--- config.mk ---
export PLATFORM = sky130hd
export DESIGN_NAME = spi_slave_if
export DESIGN_NICKNAME = d
export VERILOG_FILES = /design/src/rtl/spi_slave_if.sv
export SDC_FILE = /design/constraint.sdc
export NUM_CORES = 1
export LEC_CHECK = 0
export CORE_ASPECT_RATIO = 0.5
export CORE_MARGIN = 3
export CORE_UTILIZATION = 59
export CTS_BUF_LIST = sky130_fd_sc_hd__clkbuf_4 sky130_fd_sc_hd__clkbuf_8
export DETAILED_ROUTE_END_ITERATION = 8
export GPL_ROUTABILITY_DRIVEN = 1
export GPL_TIMING_DRIVEN = 0
export PLACE_DENSITY = 0.83
export SYNTH_ARGS = -nofsm -noshare
export SYNTH_HDL_FRONTEND = slang
export SYNTH_SLANG_ARGS = --single-unit
--- constraint.sdc ---
create_clock -name clk -period 2.4 [get_ports clk]
set_clock_uncertainty 0.1 [all_clocks]
set_input_delay 0.36 -clock clk [delete_from_list [all_inputs] [get_ports clk]]
set_output_delay 0.36 -clock clk [all_outputs]
set_load 0.005 [all_outputs]
--- src/rtl/spi_slave_if.sv ---
// SPI mode-0 slave: synchronizes SCK/MOSI/nSS into clk, shifts 8-bit MSB-first
// frames, and exposes RX status and TX buffering through a strobe/ack bus port.
module spi_slave_if #(
  parameter int SYNC_STAGES = 2
) (
  input  logic        clk,
  input  logic        rst,
  input  logic [7:0]  din,
  input  logic        cmd,
  input  logic        wr,
  input  logic        rd,
  output logic [10:0] dout,
  output logic        ack,
  output logic        irq,
  input  logic        SPI_SCK,
  input  logic        SPI_MOSI,
  input  logic        SPI_nSS,
  output logic        SPI_MISO,
  output logic        SPI_MISO_OE
);

  typedef enum logic {S_IDLE, S_XFER} state_t;

  state_t                 r_state;
  logic [SYNC_STAGES-1:0] r_sck_sync;
  logic [SYNC_STAGES-1:0] r_mosi_sync;
  logic [SYNC_STAGES-1:0] r_nss_sync;
  logic                   r_sck_d;
  logic                   r_nss_d;
  logic [1:0]             r_ctrl;
  logic [7:0]             r_txbuf;
  logic [7:0]             r_tx_shr;
  logic [7:0]             r_rx_shr;
  logic [2:0]             r_bit_cnt;
  logic [7:0]             r_rxdata;
  logic                   r_rxv;
  logic                   r_ovr;
  logic                   r_ack;

  logic w_sck, w_mosi, w_nss;
  logic w_sck_rise, w_sck_fall, w_nss_rise, w_nss_fall;
  logic w_cmd, w_wr, w_rd, w_busy;

  assign w_sck      = r_sck_sync[SYNC_STAGES-1];
  assign w_mosi     = r_mosi_sync[SYNC_STAGES-1];
  assign w_nss      = r_nss_sync[SYNC_STAGES-1];
  assign w_sck_rise = w_sck & ~r_sck_d;
  assign w_sck_fall = ~w_sck & r_sck_d;
  assign w_nss_rise = w_nss & ~r_nss_d;
  assign w_nss_fall = ~w_nss & r_nss_d;

  // Overlapping strobes resolve as cmd > wr > rd
  assign w_cmd  = cmd;
  assign w_wr   = wr & ~cmd;
  assign w_rd   = rd & ~cmd & ~wr;
  assign w_busy = (r_state == S_XFER);

  always_ff @(posedge clk or posedge rst) begin
    if (rst) begin
      r_sck_sync  <= '0;
      r_mosi_sync <= '0;
      r_nss_sync  <= '1;
      r_sck_d     <= 1'b0;
      r_nss_d     <= 1'b1;
    end else begin
      r_sck_sync  <= {r_sck_sync[SYNC_STAGES-2:0], SPI_SCK};
      r_mosi_sync <= {r_mosi_sync[SYNC_STAGES-2:0], SPI_MOSI};
      r_nss_sync  <= {r_nss_sync[SYNC_STAGES-2:0], SPI_nSS};
      r_sck_d     <= w_sck;
      r_nss_d     <= w_nss;
    end
  end

  always_ff @(posedge clk or posedge rst) begin
    if (rst) begin
      r_state   <= S_IDLE;
      r_ctrl    <= '0;
      r_txbuf   <= '0;
      r_tx_shr  <= '0;
      r_rx_shr  <= '0;
      r_bit_cnt <= '0;
      r_rxdata  <= '0;
      r_rxv     <= 1'b0;
      r_ovr     <= 1'b0;
      r_ack     <= 1'b0;
    end else begin
      r_ack <= cmd | wr | rd;
      if (w_cmd) r_ctrl  <= din[1:0];
      if (w_wr)  r_txbuf <= din;
      if (w_rd) begin
        r_rxv <= 1'b0;
        r_ovr <= 1'b0;
      end
      case (r_state)
        S_IDLE: begin
          if (w_nss_fall && r_ctrl[0]) begin
            r_state   <= S_XFER;
            r_tx_shr  <= r_txbuf;
            r_bit_cnt <= '0;
          end
        end
        S_XFER: begin
          if (w_nss_rise || (w_cmd && !din[0])) begin
            r_state   <= S_IDLE;
            r_bit_cnt <= '0;
          end else if (w_sck_rise) begin
            r_rx_shr  <= {r_rx_shr[6:0], w_mosi};
            r_bit_cnt <= r_bit_cnt + 3'd1;
            // Byte completion overrides a coincident rd: RXV stays set, OVR clears
            if (r_bit_cnt == 3'd7) begin
              r_rxdata <= {r_rx_shr[6:0], w_mosi};
              r_rxv    <= 1'b1;
              r_ovr    <= w_rd ? 1'b0 : (r_ovr | r_rxv);
            end
          end else if (w_sck_fall) begin
            if (r_bit_cnt == 3'd0) r_tx_shr <= r_txbuf;
            else                   r_tx_shr <= {r_tx_shr[6:0], 1'b0};
          end
        end
        default: r_state <= S_IDLE;
      endcase
    end
  end

  assign dout        = {w_busy, r_ovr, r_rxv, r_rxdata};
  assign ack         = r_ack;
  assign irq         = r_ctrl[1] & r_rxv;
  assign SPI_MISO    = w_busy & r_tx_shr[7];
  assign SPI_MISO_OE = w_busy;

endmodule

==> impl_metrics.ini <==
[final_layout]
drive_above_1_share_pct = 30.5
diodes = 0
fin_nets = 195
area_growth_pct = 23.6
layout.cells.non_filler = 217
final_area_sq_um = 2450

[power_and_ir_drop]
max-vdd-ir-drop_mv = 0.378
p_seq_share_pct = 57.1
power.switching_uw = 420
p_sw_share_pct = 24.6
p_clk_share_pct = 29.3
powerDensity_nw_per_um2 = 697
p_leak_uw = 0.00119
intPower_uw = 1290
combPwrFrac_pct = 13.6

[sta]
tightestPinTransition_ns = 0.571
max_freq_ghz = 0.527
setup_violations = 0
finalCriticalPeriod_ns = 1.90
slew_violations = 0
rsz0062_at_grt = no
finalHoldViolCount = 0
slew_headroom_pct = 61.9
min_period_over_period_pct = 79.1

[placement]
place_area_sq_um = 2350
port_buffers = 30
place_hpwl_mm = 2.28
dp_cells = 209
gp_congestion = 0.786

[critical_path]
crit_arrival_ns = 1.44
worstReg2RegStart = r_bit_cnt[1]
ff2ff_path_depth = 6
cp_slowest_stage_delay_ns = 0.44
crit_family = buffers and inverters
path_cells = buf_4 -> and2_1 -> clkdlybuf4s50_1
crit_fanout = 8
required_ns = 1.94
worstSetupPathType = reg2out
cp_num_buf_inv = 2
startpoint_type = register
crit_path_end_kind = output port
rr_endpoint = r_tx_shr[5]
cp_slowest_cell = clkdlybuf4s50_1
r2r_slack_ns = 0.71

[clock_network]
cts_setup_buffers = 0
ctsHoldBuffers = 0
cts.sinks = 48
clk_latency_ns = 0.29
cts_buffers = 5
clkTransAtPathRegs_ns = 0.09
cts_resized = 0
cts_tree = done
ctsHtreeMaxLevel = 2
cts_root_buffer = clkbuf_8
cts_buffer_depth = 2

[route]
vias = 1128
wl_per_cell_um = 14.8
via_per_inst = 5.20
first_pass_iters = 4
drtIter0Drc = 30
ant_nets = 0
drc = 0
routed_wirelength_mm = 3.22

[worst_hold_path]
min_to = r_nss_sync[1]
hp-start = r_nss_sync[0]
hold_depth = 0
hold_class = reg2reg

[global_routing]
overflow = 0
antenna_found_initial = 0
grt_pass1_wl_mm = 5.15
grt_use_total_pct = 17.1
grt_pass1_vias = 1107
grt_start_max_net_pins = 31

[floorplan]
dieArea_sq_um = 4130
start_util_pct = 63.9
die_w_um = 87.9
rows = 14
io_pins = 31
fp.dieH_um = 47.0
core_sq_um = 3100

[synth]
synthCells = 138
ys_seq_area_share_pct = 60.8
yosys.area.top_type = dfrtp_1
synth_area_per_cell_sq_um = 14.4
synth_top_area_share_pct = 56.9
syn_area_sq_um = 1980
ys_seq_elements = 48
synth.area.top_cells = dfrtp_1 (57%), mux2_2 (11%), mux2_4 (5.3%)
syn_nets = 157
yosys_warnings = 0
yosysUniqueCellTypes = 28

[status]
status = complete, no violations

[run]
maxCapViolations = 0
cell usage in the layout, fill, tap and decap left out, drive strengths merged:
master / synthesis / layout
and4bb: 2 / 2
buf: 7 / 8
a22o: 2 / 2
mux2i: 7 / 7
mux2: 26 / 26
nand2b: 3 / 3
nor2: 1 / 1
dfstp: 3 / 3
o21ai: 10 / 10
a311oi: 1 / 1
a31o: 1 / 1
inv: 6 / 7
a21boi: 1 / 1
clkbuf: 0 / 6
a31oi: 1 / 1
and2: 2 / 2
clkinv: 0 / 1
clkdlybuf4s50: 0 / 30
or3: 1 / 1
nand2: 14 / 14
and3b: 1 / 1
dfrtp: 45 / 45
and2b: 1 / 1
ha: 3 / 3
cells by family (layout without fill, tap and decap cells):
| logic type | Yosys count | after routing | share of synthesized area [%] |
|---|---|---|---|
| flip-flops | 48 | 48 | 60.8 |
| AO/OA/AOI/OAI | 16 | 16 | 5.94 |
| adder cells (fa/ha/maj) | 3 | 3 | 1.90 |
| buffers and inverters | 13 | 52 | 3.85 |
| multiplexers | 33 | 33 | 19.6 |
| AND/OR/NAND/NOR | 25 | 25 | 7.83 |
worst max path at each step:
| stage | cells after the start | slack (ns) | from | endpoint |
|---|---|---|---|---|
| after floorplan | 1 | 0.80 | rst | SPI_MISO_OE |
| after global placement | 2 | -0.08 | rst | r_rxdata[0] |
| after detailed placement | 5 | 0.33 | cmd | r_rxdata[1] |
| after CTS | 3 | 0.49 | SPI_MISO_OE | SPI_MISO |
| after global routing | 3 | 0.44 | SPI_MISO_OE | SPI_MISO |
| final | 3 | 0.50 | SPI_MISO_OE | SPI_MISO |
synthesized netlist by cell type:
cell	n
dfrtp_1	45
mux2_2	19
nand2_1	13
o21ai_0	8
mux2_4	7
mux2i_1	7
inv_1	6
buf_4	5
dfstp_2	3
ha_1	3
a22o_1	2
and2_1	2
and4bb_4	2
nand2b_2	2
a21boi_0	1
a311oi_1	1
a31o_2	1
a31oi_4	1
and2b_1	1
and3b_1	1
buf_2	1
buf_6	1
nand2_4	1
nand2b_1	1
nor2_1	1
o21ai_1	1
o21ai_2	1
or3_1	1
power by group through the flow:
stage / logic, uW / registers (uW) / clock network, uW
finish: 232 / 975 / 500
global route: 260 / 986 / 548
CTS: 236 / 974 / 512
detailed placement: 235 / 990 / 0
floorplan: 164 / 970 / 0
global placement: 221 / 983 / 0
state kept, by name, indices dropped and copies added (netlist names):
name and cells:
r_rxdata 8, r_tx_shr 8, r_txbuf 8, r_rx_shr 7, r_bit_cnt 3, r_ctrl 2, r_mosi_sync 2, r_nss_sync 2
r_sck_sync 2, SPI_MISO_OE 1, ack 1, r_nss_d 1, r_ovr 1, r_rxv 1, r_sck_d 1
worst register-to-register path, cell delays in order, from the launching register on:
cell and delay (ns):
dfrtp_1 0.41, inv_1 0.07, ha_1 0.13, inv_1 0.04, o21ai_2 0.45, mux2i_1 0.27
o21ai_0 0.09
metrics by stage:
stage | hold slack (ns) | setup WS, ns | power [uW] | TNS (ns) | util (%)
finish | 0.258 | 0.502 | 1710 | 0 | 78.9
global route | 0.263 | 0.444 | 1790 | 0 | 78.9
CTS | 0.259 | 0.485 | 1720 | 0 | 78.9
detailed placement | 0.247 | 0.332 | 1230 | 0 | 75.8
global placement | 0.232 | -0.0798 | 1200 | -3.56 | 75.2
floorplan | 0.231 | 0.800 | 1130 | 0 | -
layer usage:
layer  global-route usage (%)  vias to the layer above  routed length (um)
met5                        0                        -                   0
met4                     4.59                        0                  19
li1                         -                      543                   -
met2                     29.3                       20                1600
met3                     5.25                        2                 112
met1                     21.7                      563                1480
area by class of cell:
class                   count  area, sq um
plain buffers               7         53.8
clock buffers               6         82.6
clock inverters             2         13.8
fillers                   191          653
inverters                   6         22.5
multi-input cells          77          699
flip-flops and latches     48         1200
well taps                  40         50.0
repair buffers             31          320
No activity file was read; power rests on OpenSTA's default activity.
